--- src/rtl/script_sequencer.sv ---
// script_sequencer
// Fetches one script word per step from a synchronous script ROM, decodes it and executes
// action, jump, wait and game/end instructions. Supports free-run and single-step operation,
// conditional jumps on kitchen feedback, and timed or feedback-driven waits.
//
// Script word fields: i_num=[15:8], i_sign=[7:5], func=[4:3], op_code=[2:0].
//
// Ports:
//   clk           system clock
//   res           asynchronous reset, active-high
//   script        ROM data for address pc, valid one cycle after pc changes
//   run           1 = free-run, 0 = single-step (sampled only in IDLE)
//   step          one-cycle pulse starting one instruction in single-step mode
//   feedback_sig  kitchen feedback used by conditional jumps and feedback waits
//   act_done      one-cycle pulse from the action consumer, honoured only in ACT
//   pc            current script address
//   act_valid     action request, held until act_done
//   act_num       i_num of the current action
//   act_func      func of the current action
//   busy          high in any state other than IDLE/HALT
//   halted        high in HALT
//   err           sticky illegal-opcode flag
module script_sequencer #(
  parameter int unsigned PC_W     = 8,
  parameter int unsigned INSTR_W  = 16,
  parameter int unsigned PC_STEP  = 2,
  parameter int unsigned WAIT_W   = 16,
  parameter int unsigned TICK_DIV = 1000
) (
  input  logic               clk,
  input  logic               res,
  input  logic [INSTR_W-1:0] script,
  input  logic               run,
  input  logic               step,
  input  logic               feedback_sig,
  input  logic               act_done,
  output logic [PC_W-1:0]    pc,
  output logic               act_valid,
  output logic [7:0]         act_num,
  output logic [1:0]         act_func,
  output logic               busy,
  output logic               halted,
  output logic               err
);

  localparam logic [2:0] StIdle   = 3'd0;
  localparam logic [2:0] StFetch  = 3'd1;
  localparam logic [2:0] StDecode = 3'd2;
  localparam logic [2:0] StAct    = 3'd3;
  localparam logic [2:0] StWait   = 3'd4;
  localparam logic [2:0] StHalt   = 3'd5;

  localparam logic [2:0] OpAction = 3'b001;
  localparam logic [2:0] OpJump   = 3'b010;
  localparam logic [2:0] OpWait   = 3'b011;
  localparam logic [2:0] OpEnd    = 3'b100;

  // Product of an 8-bit i_num and a 32-bit divider always fits in 40 bits.
  localparam int unsigned ProdW   = 40;
  localparam logic [ProdW-1:0] WaitMax = {{(ProdW-WAIT_W){1'b0}}, {WAIT_W{1'b1}}};

  logic [2:0]        state_q, state_d;
  logic [PC_W-1:0]   pc_q, pc_d;
  logic              act_valid_q, act_valid_d;
  logic [7:0]        act_num_q, act_num_d;
  logic [1:0]        act_func_q, act_func_d;
  logic              err_q, err_d;
  logic [WAIT_W-1:0] wait_cnt_q, wait_cnt_d;
  // Only the wait mode of the decoded word is needed after DECODE.
  logic              wait_fb_q, wait_fb_d;

  logic [7:0]        i_num;
  logic [2:0]        i_sign;
  logic [1:0]        func;
  logic [2:0]        op_code;
  logic [PC_W-1:0]   pc_inc;
  logic [ProdW-1:0]  wait_prod;
  logic [WAIT_W-1:0] wait_load;
  logic              jump_taken;
  logic              unused_script;

  assign i_num   = script[15:8];
  assign i_sign  = script[7:5];
  assign func    = script[4:3];
  assign op_code = script[2:0];

  // i_sign[2] and any bits above 15 carry no meaning.
  assign unused_script = ^script;

  assign pc_inc     = pc_q + PC_W'(PC_STEP);
  assign jump_taken = !i_sign[0] || (feedback_sig == i_sign[1]);

  assign wait_prod = ProdW'(i_num) * ProdW'(TICK_DIV);

  always_comb begin
    wait_load = '1;
    if (wait_prod <= WaitMax) begin
      wait_load = wait_prod[WAIT_W-1:0];
    end
  end

  always_comb begin
    state_d     = state_q;
    pc_d        = pc_q;
    act_valid_d = act_valid_q;
    act_num_d   = act_num_q;
    act_func_d  = act_func_q;
    err_d       = err_q;
    wait_cnt_d  = wait_cnt_q;
    wait_fb_d   = wait_fb_q;

    case (state_q)
      StIdle: begin
        if (run || step) begin
          state_d = StFetch;
        end
      end

      // ROM read latency is absorbed here.
      StFetch: begin
        state_d = StDecode;
      end

      StDecode: begin
        case (op_code)
          OpAction: begin
            act_valid_d = 1'b1;
            act_num_d   = i_num;
            act_func_d  = func;
            state_d     = StAct;
          end
          OpJump: begin
            pc_d    = jump_taken ? PC_W'(i_num) : pc_inc;
            state_d = StIdle;
          end
          OpWait: begin
            if (func == 2'b00 && i_num != 8'd0) begin
              // Counter runs load-1 .. 0 so WAIT lasts exactly wait_load cycles.
              wait_cnt_d = wait_load - WAIT_W'(1);
              wait_fb_d  = 1'b0;
              state_d    = StWait;
            end else if (func == 2'b01) begin
              wait_fb_d = 1'b1;
              state_d   = StWait;
            end else begin
              pc_d    = pc_inc;
              state_d = StIdle;
            end
          end
          OpEnd: begin
            state_d = StHalt;
          end
          default: begin
            err_d   = 1'b1;
            state_d = StHalt;
          end
        endcase
      end

      StAct: begin
        if (act_done) begin
          act_valid_d = 1'b0;
          pc_d        = pc_inc;
          state_d     = StIdle;
        end
      end

      StWait: begin
        if (wait_fb_q) begin
          if (feedback_sig) begin
            pc_d    = pc_inc;
            state_d = StIdle;
          end
        end else if (wait_cnt_q == '0) begin
          pc_d    = pc_inc;
          state_d = StIdle;
        end else begin
          wait_cnt_d = wait_cnt_q - WAIT_W'(1);
        end
      end

      // Only reset leaves HALT.
      StHalt: begin
        state_d = StHalt;
      end

      default: begin
        state_d = StIdle;
      end
    endcase
  end

  always_ff @(posedge clk or posedge res) begin
    if (res) begin
      state_q     <= StIdle;
      pc_q        <= '0;
      act_valid_q <= 1'b0;
      act_num_q   <= '0;
      act_func_q  <= '0;
      err_q       <= 1'b0;
      wait_cnt_q  <= '0;
      wait_fb_q   <= 1'b0;
    end else begin
      state_q     <= state_d;
      pc_q        <= pc_d;
      act_valid_q <= act_valid_d;
      act_num_q   <= act_num_d;
      act_func_q  <= act_func_d;
      err_q       <= err_d;
      wait_cnt_q  <= wait_cnt_d;
      wait_fb_q   <= wait_fb_d;
    end
  end

  assign pc        = pc_q;
  assign act_valid = act_valid_q;
  assign act_num   = act_num_q;
  assign act_func  = act_func_q;
  assign err       = err_q;
  assign busy      = (state_q != StIdle) && (state_q != StHalt);
  assign halted    = (state_q == StHalt);

endmodule

--- config.mk ---
export PLATFORM = sky130hd
export DESIGN_NAME = script_sequencer
export DESIGN_NICKNAME = d
export VERILOG_FILES = /design/src/rtl/script_sequencer.sv
export SDC_FILE = /design/constraint.sdc
export NUM_CORES = 1
export LEC_CHECK = 0
export ABC_AREA = 1
export BUFFER_PORTS_ARGS = -buffer_cell sky130_fd_sc_hd__buf_2
export CORE_AREA = 2 2 94 96
export DETAILED_ROUTE_END_ITERATION = 10
export DIE_AREA = 0 0 96 98
export HOLD_SLACK_MARGIN = 0.05
export PLACE_DENSITY = 0.79
export SLEW_MARGIN = 20
export SYNTH_ARGS = -nofsm -noshare
export SYNTH_HDL_FRONTEND = slang
export SYNTH_SLANG_ARGS = --single-unit
--- constraint.sdc ---
create_clock -name clk -period 4.2 [get_ports clk]
set_input_delay 0.42 -clock clk [delete_from_list [all_inputs] [get_ports clk]]
set_output_delay 0.42 -clock clk [all_outputs]
set_load 0.05 [all_outputs]
Word-level counts from Yosys, hierarchy flattened
Index checks and enable logic that the tools add are counted.
{"block": "totals", "reg_bits": 40, "input_bits": 22, "out_inout_bits": 22}
{"block": "classes", "addsub": 3, "mul": 1, "magnitude_cmp": 1, "eq_ne": 24, "muxes": 29, "bitwise_logic": 1, "n_reduce_logical": 22}
{"op": "two-way mux 16 bit", "n": 5}
{"op": "two-way mux 8 bit", "n": 7}
{"op": "case mux 16 bit (2 select lines)", "n": 1}
{"op": "subtractor 16 x 1 -> 16 bit (second input constant)", "n": 2}
{"op": "case mux 8 bit (3 select lines)", "n": 1}
{"op": "two-way mux 3 bit", "n": 7}
{"op": "<= comparator 18 x 16 -> 1 bit (second input constant)", "n": 1}
{"op": "case mux 3 bit (6 select lines)", "n": 1}
{"op": "zero test 16 bit", "n": 1}
{"op": "case mux 8 bit (2 select lines)", "n": 1}
{"op": "multiplier 8 x 7 -> 15 bit (second input constant)", "n": 1}
{"op": "inequality test 3 bit (second input constant)", "n": 5}
{"op": "equality test 3 x 2 -> 1 bit (second input constant)", "n": 4}
{"op": "inequality test 2 bit (second input constant)", "n": 6}
{"op": "equality test 3 bit (second input constant)", "n": 3}
{"op": "case mux 3 bit (3 select lines)", "n": 1}
{"op": "adder 8 x 2 -> 8 bit (second input constant)", "n": 1}
{"op": "nonzero test 8 bit", "n": 1}
{"op": "AND reduction 7 bit", "n": 1}
{"op": "equality test 3 x 1 -> 1 bit (second input constant)", "n": 2}
{"op": "AND reduction 3 bit", "n": 2}
{"op": "nonzero test 2 bit", "n": 3}
{"op": "nonzero test 3 bit", "n": 2}
{"op": "AND reduction 5 bit", "n": 1}
{"op": "15 further kinds", "n": 21}

Logic depth before layout (Yosys ltp)
{"block": "logic_depth", "depth_word": 7, "depth_mapped": 29}

Worst setup path before layout
Ideal clock, no wire load.
{"block": "synth_path", "kind": "in2reg", "from": "input port script[9]", "to": "register wait_cnt_q[10]", "setup_ps": 117, "t_arrival_ps": 4647, "t_required_ps": 4083, "setup_slack_ps": -564, "cell_stages": 27, "path_buffers": 1, "cell_sequence": "fa_1 -> inv_1 -> fa_1 -> fa_1 -> fa_1 -> inv_1 -> ha_1 -> nand2_1 -> nand2_1 -> nand2_1 -> nand2_1 -> nand2_1 -> nand4_1 -> nand2_4 -> nand2_4 -> nand2_8 -> buf_8 -> inv_2 -> a21oi_1 -> ha_1 -> nand4_1 -> nor2_4 -> nand2_1 -> nand2_1 -> nand2_1 -> nand2_1 -> o21ai_2"}
{"block": "synth_via", "elab_chain_cells": 7, "elab_cells_between_ends": 11, "cone_classes": "add/sub (1); mul (1); order compare (1); eq/ne (1); mux (4); reduce/logical (3)"}
{"item": "start, declared", "line": "32", "source": "input logic [INSTR_W-1:0] script,"}
{"item": "multiplier 8 x 7 -> 15 bit", "line": "93", "source": "assign wait_prod = ProdW'(i_num) * ProdW'(TICK_DIV);"}
{"item": "<= comparator 18 x 16 -> 1 bit", "line": "97", "source": "if (wait_prod <= WaitMax) begin"}
{"item": "two-way mux 16 bit", "line": "97"}
{"item": "subtractor 16 x 1 -> 16 bit", "line": "139", "source": "wait_cnt_d = wait_load - WAIT_W'(1);"}
{"item": "two-way mux 16 bit", "line": "137", "source": "if (func == 2'b00 && i_num != 8'd0) begin"}
{"item": "two-way mux 16 bit", "line": "125", "source": "case (op_code)"}
{"item": "case mux 16 bit (2 select lines)", "line": "112", "source": "case (state_q)"}
{"item": "end signal, assigned", "line": "210", "source": "wait_cnt_q <= wait_cnt_d;"}
{"item": "end, declared", "line": "68", "source": "logic [WAIT_W-1:0] wait_cnt_q, wait_cnt_d;"}
Several ways; a longest one is shown, not always the timed one. The select of a mux whose other input is x is not followed.
A chain may end at the register's enable or synchronous reset.

Final worst setup path
Ends and elaborated chain as after synthesis.

==> summary.md <==
| Metric | Value |
|---|---|
| Status | `finished with violations` |
| Violated checks | `setup timing` |
| Reg2reg end | `wait_cnt_q[6]$_DFFE_PP0P_` |
| Cells after DPL | `779` |
| Pin count of the biggest net entering global routing | `41` |
| Max-cap violations | `0` |
| Leading area contributor after synthesis | `dfrtp_1` |
| WHS | `0.213 ns` |
| Ys async rst share | `100%` |
| Critical path peak fanout | `5` |
| Hold Crit Class | `input pin to asynchronous set/reset pin` |
| Share of layout cells above drive strength 1 | `30.1%` |
| I/O pin total | `44` |
| Clk Tree Root Cell | `clkbuf_8` |
| Clock skew | `0.0180 ns` |
| P&R area growth vs syn | `30.4%` |
| Total Power | `4.40 mW` |
| Post-Layout Cell Count | `800` |
| Detail Placement HPWL | `8350 um` |
| CTS tree | `yes` |
| DRC errors left | `0` |
| Placer Congestion | `0.908` |
| Synth cell count leaders | `nand2_1, inv_1, nand3_1` |
| WP data required | `4.40 ns` |
| Reg2reg path depth | `9` |
| GRT met2 Usage | `41.9%` |
| Critical path arrival | `4.69 ns` |
| Vias/cell | `5.35` |
| Sequential area share after synthesis | `24.0%` |
| Syn Std Cell Area | `4180 sq um` |
| Final Cell Area | `5440 sq um` |
| Antenna-violating nets left | `0` |
| Achievable frequency | `222 MHz` |
| Post-synthesis sequential element count | `40` |
| Post-layout util | `64.3%` |
| Post-synth EDFFs | `0` |
| Clock Latency Late Sink | `0.31 ns` |
| Nets | `778` |
| Rel. slew slack | `60.8%` |
| Initial antenna violation count | `0` |
| Pwr per Cell Area | `809 nW/um^2` |
| Clk sink count | `40` |
| Final Max Slew Viols | `0` |
| LEAKAGE | `2.90 nW` |
| Final WS setup | `-0.297 ns` |
| Hold Buf Count CTS | `0` |
| Vias in the first global route | `4098` |
| Synth area leaders | `dfrtp_1, nand2_1, ha_1` |
| CTS max path bufs | `2` |
| RSZ-0062 raised after global routing | `true` |
| Worst slew pin tran | `0.586 ns` |
| CTS Buf Count | `5` |
| CP startpoint kind | `input pin` |
| N_diodes | `0` |
| Most frequent cell after synthesis | `nand2_1` |
| Starting utilization of the core area | `49.3%` |
| Aggregate global-route resource usage | `24.0%` |
| Die X | `96 um` |
| 1st-iter DRT viols | `251` |
| Most Crowded Layer GR | `met2` |
| Synth top area share | `24.0%` |
| Setup slack, reg-to-reg | `1.47 ns` |
| Worst vdd ir | `0.000288 V` |
| H-Tree Depth | `2` |
| Met3 Use GR | `2.70%` |
| Setup TNS | `-2.69 ns` |
| Final Hold Fails | `0` |
| Reg-to-reg startpoint | `state_q[0]$_DFFE_PP0P_` |
| I/O Buffers | `42` |
| GR Layer Usage met1 | `29.3%` |
| Library cells used by synthesis | `41` |
| Cells after Synth | `573` |
| Top FF cell, synth | `dfrtp_1` |
| Clock slew at reported path FFs | `0.09 ns` |
| Worst slack, placed | `-0.570 ns` |
| Critical path type | `input pin to flop` |
| Die Y-Extent | `98 um` |
| Core footprint | `8470 sq um` |
| Placed Area | `5000 sq um` |
| Syn avg cell area | `7.29 sq um` |
| First-pass GRT wire length | `18100 um` |
| Row count | `34` |
| Area of the die | `9410 sq um` |
| Fin crit share | `107%` |
| Final setup violation count | `14` |
| Syn nets | `660` |
| Average wire per standard cell | `14.4 um` |
| Drt first pass iters | `5` |
| Tmin final | `4.50 ns` |
| Via count | `4283` |
| WL final | `11500 um` |
| Crit. End Element | `flop` |
| Yosys warns | `0` |
| Global route overflow | `0` |
## worst max path at each step
| stage | from | end | slack (ns) |
|---|---|---|---|
| 3_3_place_gp | script[12] | wait_cnt_q[10]$_DFFE_PP0P_ | -0.49 |
| 4_1_cts | script[9] | wait_cnt_q[10]$_DFFE_PP0P_ | -0.17 |
| 3_5_place_dp | script[9] | wait_cnt_q[10]$_DFFE_PP0P_ | -0.57 |
| 5_1_grt | script[9] | wait_cnt_q[10]$_DFFE_PP0P_ | -0.50 |
| 2_1_floorplan | script[9] | wait_cnt_q[10]$_DFFE_PP0P_ | -0.40 |
| 6_report | script[9] | wait_cnt_q[10]$_DFFE_PP0P_ | -0.30 |
## critical path, stage by stage
cell and delay, ns:
buf_8 0.10, fa_1 0.53, inv_1 0.05, fa_1 0.46
fa_1 0.49, fa_1 0.52, inv_2 0.05, ha_4 0.24
nand2_2 0.09, nand2_2 0.05, nand2_1 0.08, nand2_2 0.08
nand2_2 0.08, nand4_1 0.14, nand2_4 0.11, nand2_4 0.07
nand2_8 0.07, inv_4 0.03, a21oi_2 0.09, ha_2 0.20
nand4_1 0.21, nor2_4 0.25, nand2_1 0.07, nand2_1 0.06
nand2_1 0.04, nand2_1 0.06, o21ai_2 0.05
## per-layer routing
layer	up-vias	part of all wire, %
met2	171	50
li1	2057	-
met5	-	0
met4	0	4.6
met1	2004	40
met3	51	5.0
## what timing repair did
action                     4_1_cts  5_1_grt
gates cloned                     1        0
gates resized for setup         25       29
setup endpoints to repair       13       15
pin swaps                       19       19
setup buffers                    6        7
## state kept, by name, summed over array words and instances, names as in the netlist
name and cells:
wait_cnt_q 16, act_num 8, pc 8, state_q 3, act_func 2, act_valid 1, err 1, wait_fb_q 1
## layout make-up
class	count	area, sq um
Clock inverter	3	42.5
Multi-Input combinational cell	422	2980
Inverter	104	393
Timing Repair Buffer	118	826
Fill cell	622	3020
Sequential cell	40	1000
Tap cell	108	135
Clock buffer	5	68.8
## cell usage in the layout, fill, tap and decap left out, types with 7 or more instances in the layout
cell type / instances
ha_1: 37
nor2_2: 9
nand2_2: 17
buf_4: 73
nand2_1: 136
xor2_1: 7
o21ai_0: 25
or2_2: 8
buf_2: 40
dfrtp_1: 40
nand4_1: 12
nand2_4: 7
nand3_1: 40
inv_1: 94
a21oi_1: 10
inv_2: 8
nor3_1: 7
nor2_1: 31
fa_1: 21
## power by group
part	internal [mW]	switching, mW	leakage (nW)
clock network	0.176	0.155	0.0541
logic	1.41	1.95	2.36
registers	0.565	0.148	0.485
total	2.15	2.25	2.90
## cell families after synthesis
kind of cell / Yosys count / synth area share, %
simple gates: 291 / 32.9
buf+inv: 112 / 10.4
fa+ha+maj: 65 / 23.3
compound gates: 55 / 7.31
flops: 40 / 24.0
xor+xnor: 9 / 1.89
mux: 1 / 0.270
Power figures use the tool's default switching activity.
